$ cat config.mk
export PLATFORM = sky130hd
export DESIGN_NAME = serial_data_receiver_flat
export DESIGN_NICKNAME = d
export VERILOG_FILES = /design/src/rtl/serial_data_receiver_if.sv /design/src/rtl/serial_data_receiver.sv /design/src/flat_wrapper.sv
export SDC_FILE = /design/constraint.sdc
export NUM_CORES = 1
export LEC_CHECK = 0
export BUFFER_PORTS_ARGS = -buffer_cell sky130_fd_sc_hd__buf_2
export CAP_MARGIN = 25
export CORE_MARGIN = 1.5
export CORE_UTILIZATION = 50
export CTS_BUF_LIST = sky130_fd_sc_hd__clkbuf_2 sky130_fd_sc_hd__clkbuf_4 sky130_fd_sc_hd__clkbuf_8
export DETAILED_ROUTE_END_ITERATION = 6
export PLACE_DENSITY = 0.71
export SLEW_MARGIN = 0
export SYNTH_ARGS = -nofsm -noshare
export SYNTH_HDL_FRONTEND = slang
export SYNTH_SLANG_ARGS = --single-unit
$ cat constraint.sdc
create_clock -name clk -period 2.6 [get_ports clk]
set_input_delay 0.13 -clock clk [delete_from_list [all_inputs] [get_ports clk]]
set_output_delay 0.13 -clock clk [all_outputs]
set_load 0.03 [all_outputs]
$ cat src/rtl/serial_data_receiver_if.sv
// Line and output-buffer signals between the serial receiver and its
// consumer. The slave side is the receiver itself; the master side drives
// the serial line and the read acknowledge.
interface serial_data_receiver_if #(
    parameter int DATA_WIDTH = 7
);
    logic                  serial_in;
    logic                  read_ack;
    logic [DATA_WIDTH-1:0] out_data;
    logic                  data_valid;
    logic                  parity_error;
    logic                  frame_error;
    logic                  overrun;

    modport master (
        output serial_in,
        output read_ack,
        input  out_data,
        input  data_valid,
        input  parity_error,
        input  frame_error,
        input  overrun
    );

    modport slave (
        input  serial_in,
        input  read_ack,
        output out_data,
        output data_valid,
        output parity_error,
        output frame_error,
        output overrun
    );
endinterface

$ cat src/rtl/serial_data_receiver.sv
// Serial frame receiver: one line bit per clock, frame is start, data
// MSB-first, parity, stop. A good frame lands in a one-entry buffer with a
// valid/ack handshake; a good frame arriving while the buffer is still
// unread is dropped and flagged as overrun. A zero stop bit pulses
// frame_error and discards the frame.
module serial_data_receiver #(
    parameter int DATA_WIDTH = 7,
    parameter bit PARITY_ODD = 1'b0
) (
    input  logic                 clk,
    input  logic                 rst,
    serial_data_receiver_if.slave bus
);
    localparam int CW = $clog2(DATA_WIDTH + 1);

    typedef enum logic [1:0] {
        IDLE,
        DATA,
        PARITY,
        STOP
    } state_t;

    state_t                state_q;
    state_t                state_d;
    logic [CW-1:0]         cnt_q;
    logic [DATA_WIDTH-1:0] shift_q;
    logic                  pending_perr_q;
    logic [DATA_WIDTH-1:0] out_data_q;
    logic                  data_valid_q;
    logic                  parity_error_q;
    logic                  frame_error_q;
    logic                  overrun_q;
    logic                  good_frame;
    logic                  take_word;

    // State register; reset abandons any frame in progress.
    always_ff @(posedge clk or posedge rst) begin
        if (rst) state_q <= IDLE;
        else     state_q <= state_d;
    end

    // Next-state: a 1 on the idle line is a start bit, then DATA_WIDTH data
    // samples, one parity sample and one stop sample.
    always_comb begin
        state_d = state_q;
        case (state_q)
            IDLE:    if (bus.serial_in) state_d = DATA;
            DATA:    if (cnt_q == CW'(DATA_WIDTH - 1)) state_d = PARITY;
            PARITY:  state_d = STOP;
            STOP:    state_d = IDLE;
            default: state_d = IDLE;
        endcase
    end

    // Completion decode: a good frame is loaded if the buffer is free or is
    // being read on this very edge; otherwise it is dropped.
    always_comb begin
        good_frame = (state_q == STOP) && bus.serial_in;
        take_word  = good_frame && (!data_valid_q || bus.read_ack);
    end

    // Bit counter, shift register and the parity verdict for the frame.
    always_ff @(posedge clk or posedge rst) begin
        if (rst) begin
            cnt_q          <= '0;
            shift_q        <= '0;
            pending_perr_q <= 1'b0;
        end else begin
            case (state_q)
                IDLE: begin
                    if (bus.serial_in) cnt_q <= '0;
                end
                DATA: begin
                    shift_q <= {shift_q[DATA_WIDTH-2:0], bus.serial_in};
                    cnt_q   <= cnt_q + CW'(1);
                end
                PARITY: begin
                    pending_perr_q <= ((^shift_q) ^ PARITY_ODD) != bus.serial_in;
                end
                default: begin
                end
            endcase
        end
    end

    // Output buffer, handshake, overrun flag and the one-cycle frame error.
    always_ff @(posedge clk or posedge rst) begin
        if (rst) begin
            out_data_q     <= '0;
            data_valid_q   <= 1'b0;
            parity_error_q <= 1'b0;
            frame_error_q  <= 1'b0;
            overrun_q      <= 1'b0;
        end else begin
            frame_error_q <= (state_q == STOP) && !bus.serial_in;
            if (take_word) begin
                out_data_q     <= shift_q;
                parity_error_q <= pending_perr_q;
                data_valid_q   <= 1'b1;
                if (bus.read_ack) overrun_q <= 1'b0;
            end else if (good_frame) begin
                overrun_q <= 1'b1;
            end else if (bus.read_ack && data_valid_q) begin
                data_valid_q   <= 1'b0;
                parity_error_q <= 1'b0;
                overrun_q      <= 1'b0;
            end
        end
    end

    assign bus.out_data     = out_data_q;
    assign bus.data_valid   = data_valid_q;
    assign bus.parity_error = parity_error_q;
    assign bus.frame_error  = frame_error_q;
    assign bus.overrun      = overrun_q;
endmodule

$ cat src/flat_wrapper.sv
// flat-port wrapper written by rule: the top's interface ports become plain ports
module serial_data_receiver_flat 
#(
    parameter int DATA_WIDTH = 7,
    parameter bit PARITY_ODD = 1'b0
)
  (clk, rst, bus_serial_in, bus_read_ack, bus_out_data, bus_data_valid, bus_parity_error, bus_frame_error, bus_overrun);
  serial_data_receiver_if #(.DATA_WIDTH(DATA_WIDTH)) bus_i ();
  input  logic clk;
  input  logic rst;
  input wire logic [$bits(bus_i.serial_in)-1:0] bus_serial_in;
  input wire logic [$bits(bus_i.read_ack)-1:0] bus_read_ack;
  output wire logic [$bits(bus_i.out_data)-1:0] bus_out_data;
  output wire logic [$bits(bus_i.data_valid)-1:0] bus_data_valid;
  output wire logic [$bits(bus_i.parity_error)-1:0] bus_parity_error;
  output wire logic [$bits(bus_i.frame_error)-1:0] bus_frame_error;
  output wire logic [$bits(bus_i.overrun)-1:0] bus_overrun;
  assign bus_i.serial_in = bus_serial_in;
  assign bus_i.read_ack = bus_read_ack;
  assign bus_out_data = bus_i.out_data;
  assign bus_data_valid = bus_i.data_valid;
  assign bus_parity_error = bus_i.parity_error;
  assign bus_frame_error = bus_i.frame_error;
  assign bus_overrun = bus_i.overrun;
  serial_data_receiver #(.DATA_WIDTH(DATA_WIDTH), .PARITY_ODD(PARITY_ODD)) u_core (.clk(clk), .rst(rst), .bus(bus_i));
endmodule
Word-level counts from Yosys, hierarchy flattened --
Index checks and enable logic that the tools add are counted.
Operators by class: add/sub/neg operators 1, multipliers 0, div/mod/pow operators 0, $lt $le $gt $ge 0, eq/ne operators 9, shift operators 0, multiplexer cells 12, bitwise logic cells 0, reductions and logical operators 16
Operator list (count):
- $pmux 2 s4 | 1
- $reduce_and 2->1 | 4
- $mux 1 | 7
- $reduce_xor 7->1 | 1
- $ne 2x2->1 const B | 3
- $pmux 3 s2 | 1
- $eq 2x2->1 const B | 2
- $logic_and 1x1->1 | 4
- $mux 2 | 2
- $reduce_bool 2->1 | 2
- $add 3x1->3 const B | 1
- $eq 3x3->1 const B | 1
- $mux 3 | 1
- $reduce_bool 3->1 | 1
- $eq 2x1->1 const B | 1
- $logic_not 1->1 | 2
- $logic_not 2->1 | 1
- $ne 2x1->1 const B | 1
- $logic_or 1x1->1 | 1
- $ne 1x1->1 | 1
Word-level totals: register bits after elaboration 24, bits in latches 0, bits in writable memories 0, memory bits (read-only) 0, input bits 4, output and inout bits 11, word-level logic and storage cells 47, memories 0

Logic depth before layout (Yosys ltp) --
Gate-level depths: netlist of run 1.
word-level depth 5, mapped depth 6, mapped depth without buffers 6

Worst setup path before layout of run 1 --
Ideal clock, no wire load.
kind register -> register, from reg u_core.state_q[0], to reg u_core.out_data_q[0], in the netlist u_core.bus.out_data[0], library setup time 0.125 ns, data arrival time 1.281 ns, data required time 2.475 ns, setup slack 1.194 ns, cell stages (with the launch flop) 6, buffers on the path 1, clock period less this slack 1.406 ns, cell sequence dfrtp_1 -> ha_1 -> and2_1 -> and2_1 -> buf_6 -> mux2_2
Between the ends: longest elaborated chain between the ends 3
RTL lines:
- start: declaration | line serial_data_receiver.sv:23 | state_t state_q;
- start signal: assignment | line serial_data_receiver.sv:39 | else state_q <= state_d;
- $eq 2x2->1 | line serial_data_receiver.sv:58 | good_frame = (state_q == STOP) && bus.serial_in;
- $logic_and 1x1->1 | line serial_data_receiver.sv:58
- $logic_and 1x1->1 | line serial_data_receiver.sv:59 | take_word = good_frame && (!data_valid_q || bus.read_ack);
- end signal: assignment | line serial_data_receiver.sv:97 | out_data_q <= shift_q;
- end: declaration | line serial_data_receiver.sv:28 | logic [DATA_WIDTH-1:0] out_data_q;
No other way between the ends. A chain may end at the register's enable or synchronous reset.

Worst setup path in the final report of run 1 --
from reg u_core.state_q[0], to reg u_core.out_data_q[4], in the netlist u_core.bus.out_data[4]
Same word-level chain as after synthesis.

==> impl_results.md, run 1 <==
- Leak: 0.000587 uW
- Clk_skew: 0.00481 ns
- Hold Vio Cnt, Final: 24
- Arrival time at the worst endpoint: 1.82 ns
- Pre-CTS WS: 0.991 ns
- DR vias: 657
- Post-CTS sizing: 0
- Final Cycle Share: 62.1%
- Share of layout cells above drive strength 1: 31.7%
- # IOs: 15
- Top cell type by total area after synthesis: dfrtp_1
- Final Util: 60.5%
- FF-to-FF path depth: 4
- Worst skew pair latency: 0.31 ns
- Starting Density: 54.3%
- Top-count cell post-synth: dfrtp_1
- CP Launch Type: register
- CTS buffer count: 3
- Seq cells post-synth: 24
- Worst path buffer plus inverter count: 0
- Post-Layout Cell Count: 131
- Vias in the first global route: 644
- CP delay by family, top: simple AND/OR/NAND/NOR gates
- Worst Path Required: 2.80 ns
- Drt wl/cell: 11.8 um
- Detail Placement HPWL: 1140 um
- Setup Viol. Count Final: 0
- EDFF count, synth: 0
- Core Footprint: 0.00202 mm2
- Synth area leaders: dfrtp_1, mux2_2, ha_1
- Die X-Extent: 49.9 um
- R2R Path Start: u_core.state_q[0]
- DRT Wirelength: 1550 um
- Placed insts: 127
- Register-to-register setup slack: 0.99 ns
- Final Net Count: 116
- Synth Instances: 88
- Initial DRC count: 5
- Die Y: 49.9 um
- Cell area after technology mapping: 0.00110 mm2
- # clock sinks: 24
- # diodes: 0
- Synth top area share: 54.7%
- Setup bufs post-CTS: 0
- Initial antenna violation count: 0
- Max-cap violations: 0
- Crit path max-delay cell type: dfrtp_1
- Largest net degree at the start of global routing: 25
- First-pass GRT wire length: 2860 um
- Pre-antenna DRT Iters: 4
- Port Buffers: 14
- CTS Hold Bufs: 0
- Hold WS: -0.0192 ns
- Register area share after synthesis: 54.7%
- Post-synthesis to final-layout area growth: 11.3%
- Syn Area/Cell: 12.5 um2
- Commonest cells in the netlist: dfrtp_1, mux2_2, o21ai_0, nand2_1
- WS Path Type: reg2reg
- Rows: 16
- DIE AREA: 0.00249 mm2
- Worst slew pin tran: 0.868 ns
- Reg area: 601 um2
- Max Slew Vio Count: 0
- Number of synthesis warnings: 0
- Worst-path clk slew: 0.12 ns
- CTS H-tree lvls: 1
- Fmax: 0.619 GHz
- CP cell instances: ha_1 > and2_1 > and2_1 > mux2_2
- Worst min path class: in2async
- Final ANT Viol Nets: 0
- Syn Nets: 99
- Clock Tree Buf Depth: 2
- RSZ-0062 raised after global routing: no
- Most frequent CP cell: and2_1
- Slew headroom: 42.1%
- Reg-to-Reg End: u_core.bus.out_data[4]
- Yosys cell types: 16
- CTS tree: yes
- PwrDens: 1380 mW/mm2
- Worst path max stage delay: 0.40 ns
- Setup TNS: 0 ns
- FILL cells: 177
- GRT Total Usage: 15.7%
- Total congestion overflow: 0
- Via/cell ratio: 5.02
- Maximum VDD drop: 0.000780 V
- Ys async rst share: 100%
- # DRC: 0
- Status: finished, violations left
- Placer Congestion: 0.774
- Setup crit end kind: register
- Setup slack after layout: 0.986 ns
- Crit Path Max Fanout: 8
- Fin crit period: 1.61 ns
- Clk root buf: clkbuf_4
- Final Total Pwr: 1690 uW
- Failing checks: hold timing
- Most used flip-flop cell after synthesis: dfrtp_1
- Multi-input gate area: 467 um2
==> metal layers <==
| metal | part of all wire [%] | vias up | wire length [um] | track usage, % |
|---|---|---|---|---|
| li1 | - | 330 | - | - |
| met4 | 2.5 | 0 | 38 | 9.72 |
| met2 | 45 | 13 | 692 | 24.9 |
| met1 | 49 | 310 | 757 | 19.4 |
| met5 | 0 | - | 0 | 0 |
| met3 | 3.7 | 4 | 57 | 3.64 |
==> metrics by stage <==
stage	cell area [um2]	hold slack (ns)
final	1220	-0.0192
after global routing	1220	0.0678
after CTS	1220	0.00815
after detailed placement	1190	0.360
after global placement	1190	0.359
after floorplan	1100	0.145
==> state kept, by name, summed over array words and instances, names as in the netlist <==
register and count:
u_core.bus.data_valid 1, u_core.bus.frame_error 1, u_core.bus.out_data 7, u_core.bus.overrun 1, u_core.bus.parity_error 1, u_core.cnt_q 3
u_core.pending_perr_q 1, u_core.shift_q 7, u_core.state_q 2
==> worst max path at each step <==
stage	startpoint	slack (ns)	endpoint	cells after the start
2_1_floorplan	u_core.state_q[0]	1.19	u_core.bus.out_data[0]	5
3_3_place_gp	u_core.state_q[0]	1.02	u_core.bus.out_data[2]	4
3_5_place_dp	u_core.state_q[0]	0.99	u_core.bus.out_data[6]	4
4_1_cts	u_core.state_q[0]	0.97	u_core.bus.out_data[2]	4
5_1_grt	u_core.state_q[0]	0.85	u_core.bus.out_data[4]	4
6_report	u_core.state_q[0]	0.99	u_core.bus.out_data[4]	4
==> report_power, final <==
part	internal, uW	switching, uW	total (uW)
Sequential	551	127	678
Combinational	382	436	818
Clock	85.4	104	189
Total	1020	667	1690
==> placed cells by master, fill, tap and decap left out <==
cell and instances:
dfrtp_1 24, mux2_2 15, buf_2 14, o21ai_0 9, nand2_1 8, xnor2_1 7, ha_1 7, inv_1 4
clkbuf_4 3, nand2b_1 2, and2_1 2, nor2_1 2, a21oi_1 2, a22o_1 2, and2b_1 1, nor2b_1 1
clkbuf_8 1
==> logic make-up (layout without fill, tap and decap cells) <==
logic type                 Yosys count  count (layout)  share of synthesized area [%]
muxes                               15              15                           15.4
adders and majority gates            7               7                           7.97
buffers and inverters                6              22                           2.85
and+or+nand+nor                     16              16                           6.95
xor gates and xnor gates             7               7                           5.58
DFF                                 24              24                           54.7
AOI/OAI and AO/OA                   13              13                           6.61
==> cell type report <==
class / count / area share [%]
flip-flops and latches: 24 / 49.1
multi-input cells: 58 / 38.2
repair buffers: 14 / 5.73
clock buffers: 4 / 2.97
well taps: 27 / 2.76
inverters: 4 / 1.23
Power figures use the tool's default switching activity.
==> run 2, diff against run 1 <==
clock period = 1.6 ns   (was 2.6 ns; I/O delays follow)
==> run 2 against run 1 <==
The flow now finishes without violations. Sequential share of layout area down 1.8 points. Cell count up 2.3%. Die area unchanged. Power up 73%. Critical path depth unchanged. Sequential power up 64%. Flip-flop and latch count unchanged. Global-route usage up 0.44 points. Largest cell class unchanged. Largest power group unchanged. Highest routed layer unchanged.
==> impl_results.md, run 2 (synthesis results as in run 1) <==
- Status: complete, no violations
- PwrDens: 2290 mW/mm2 (+66%)
- Clk_skew: 0.00238 ns (-0.00243 ns)
- Hold path depth: 4
- R2R Path Start: u_core.state_q[1]
- Pre-antenna DRT Iters: 4 (unchanged)
- Pre-CTS WS: 0.0224 ns (-0.969 ns)
- FF-to-FF path depth: 4 (unchanged)
- Post-synthesis to final-layout area growth: 15.6%
- Worst Path Required: 1.81 ns (-0.99 ns)
- Final Total Pwr: 2910 uW (+73%)
- Fmax: 0.668 GHz (+7.8%)
- Commonest non-fill, non-tap cell in the layout: dfrtp_1
- Via/cell ratio: 5.04 (+0.59%)
- Seq pwr share: 38.3% (-1.9 points)
- Drt wl/cell: 12.6 um (+6.8%)
- Largest net degree at the start of global routing: 25 (unchanged)
- CTS H-tree lvls: 1 (unchanged)
- Port Buffers: 14 (unchanged)
- CP Launch Type: register
- Initial antenna violation count: 0 (unchanged)
- CTS tree: yes
- Final ANT Viol Nets: 0 (unchanged)
- Die Y: 49.9 um (unchanged)
- CTS buffer count: 3 (unchanged)
- Crit path max-delay cell type: dfrtp_1
- Share of layout cells above drive strength 1: 35.5% (+3.8 points)
- GRT Total Usage: 16.2% (+0.44 points)
- Die X-Extent: 49.9 um (unchanged)
- DIE AREA: 0.00249 mm2 (unchanged)
- Fin crit period: 1.50 ns (-0.117 ns)
- Setup bufs post-CTS: 0 (unchanged)
- Rows: 16 (unchanged)
- Crit Path Max Fanout: 7 (-1)
- WS Path Type: reg2reg
- Worst skew pair latency: 0.31 ns (about the same)
- Vias in the first global route: 687 (+6.7%)
- DR vias: 676 (+2.9%)
- Maximum VDD drop: 0.00114 V (+47%)
- Detail Placement HPWL: 1220 um (+6.8%)
- Core Footprint: 0.00202 mm2 (unchanged)
- Placer Congestion: 0.763 (-1.4%)
- Reg-to-Reg End: u_core.shift_q[2]
- Setup slack after layout: 0.102 ns (-0.883 ns)
- Final Util: 62.8% (+2.4 points)
- Max Slew Vio Count: 0 (unchanged)
- Logic pwr share: 46.9% (-1.6 points)
- Switching share of power: 38.5% (-1.1 points)
- Final Net Count: 119 (+2.6%)
- CP cell instances: inv_1 > ha_1 > buf_4 > mux2_2
- Worst slew pin tran: 0.351 ns (-0.517 ns)
- Setup crit end kind: register
- Worst path max stage delay: 0.43 ns (+0.03 ns)
- Starting Density: 54.3% (unchanged)
- Clock group share of total power: 14.8% (+3.6 points)
- Most frequent cells in the layout: dfrtp_1, mux2_2, buf_2
- Clock Tree Buf Depth: 2 (unchanged)
- Hold Vio Cnt, Final: 0 (-100%)
- Register-to-register setup slack: 0.10 ns (-0.88 ns)
- Arrival time at the worst endpoint: 1.71 ns (-0.11 ns)
- Endpoint, Worst Hold: u_core.bus.overrun
- Total congestion overflow: 0 (unchanged)
- Setup TNS: 0 ns (unchanged)
- Hold path startpoint: bus_read_ack
- # IOs: 15 (unchanged)
- DRT Wirelength: 1690 um (+9.2%)
- Internal power: 1790 uW (+76%)
- Initial DRC count: 7 (+2)
- Worst-path clk slew: 0.13 ns (about the same)
- Worst min path class: in2reg
- # DRC: 0 (unchanged)
- # clock sinks: 24 (unchanged)
- Leak: 0.000608 uW (+3.6%)
- # diodes: 0 (unchanged)
- RSZ-0062 raised after global routing: no
- Max-cap violations: 0 (unchanged)
- Hold WS: 0.0676 ns (+0.0868 ns)
- First-pass GRT wire length: 2980 um (+4.3%)
- Clk root buf: clkbuf_4
- Setup Viol. Count Final: 0 (unchanged)
- Final Cycle Share: 93.6% (+32 points)
- Slew headroom: 76.4% (+34 points)
- Psw: 1120 uW (+68%)
## run 2: changes by cell type in the layout (fill, tap and decap cells not counted), sizes merged
cell / change
bufinv: +1
buf: +2
dlygate4sd3: +1
clkbuf: -1
## run 2: how the worst max path moves through the flow
stage                                  from                endpoint  slack [ns]  depth (start not counted)
after floorplan           u_core.state_q[0]  u_core.bus.out_data[0]        0.19                          5
after global placement    u_core.state_q[0]  u_core.bus.out_data[6]        0.06                          4
after detailed placement  u_core.state_q[0]  u_core.bus.out_data[4]        0.02                          4
after CTS                 u_core.state_q[0]  u_core.bus.out_data[4]     0.00008                          4
after global routing      u_core.state_q[1]       u_core.shift_q[2]        0.01                          4
final                     u_core.state_q[1]       u_core.shift_q[2]        0.10                          4
## run 2: power by group through the flow
stage | combinational (uW) | sequential (uW) | clock (uW)
final | 1360 | 1110 | 432
after global placement | 1330 | 1120 | 0
after floorplan | 846 | 1330 | 0
after global routing | 1490 | 1160 | 467
after CTS | 1380 | 1110 | 441
after detailed placement | 1360 | 1130 | 0
## run 2: critical path, delay by kind of cell (launching register included)
kind,cells,cell delay [ns]
DFF,1,0.43
muxes,1,0.34
buffers and inverters,2,0.33
adders and majority gates,1,0.30
## run 2: timing repair
action / CTS / global route
gates resized for setup: 0 / 3
hold buffers: 1 / 0
endpoints found under the setup margin: 0 / 8
endpoints found under the hold margin: 24 / 0
## run 2: through the flow
step / instance area (um2) / instances
6_report: 1270 / 134
3_3_place_gp: 1200 / 129
3_5_place_dp: 1200 / 129
2_1_floorplan: 1100 / 88
5_1_grt: 1270 / 134
4_1_cts: 1260 / 134
## run 2: area by class of cell
| class | instances | area [um2] |
|---|---|---|
| Clock buffer | 3 | 22.5 |
| Clock inverter | 1 | 30.0 |
| Fill cell | 165 | 752 |
| Inverter | 4 | 15.0 |
| Multi-Input combinational cell | 58 | 473 |
| Sequential cell | 24 | 601 |
| Tap cell | 27 | 33.8 |
| Timing Repair Buffer | 17 | 95.1 |
## run 2: routing by layer
| layer | vias up | part of all wire [%] | global-route usage (%) |
|---|---|---|---|
| met5 | - | 0 | 0 |
| met1 | 329 | 48 | 20.8 |
| met4 | 0 | 0.71 | 6.94 |
| met3 | 2 | 3.7 | 3.64 |
| li1 | 331 | - | - |
| met2 | 14 | 47 | 26.2 |
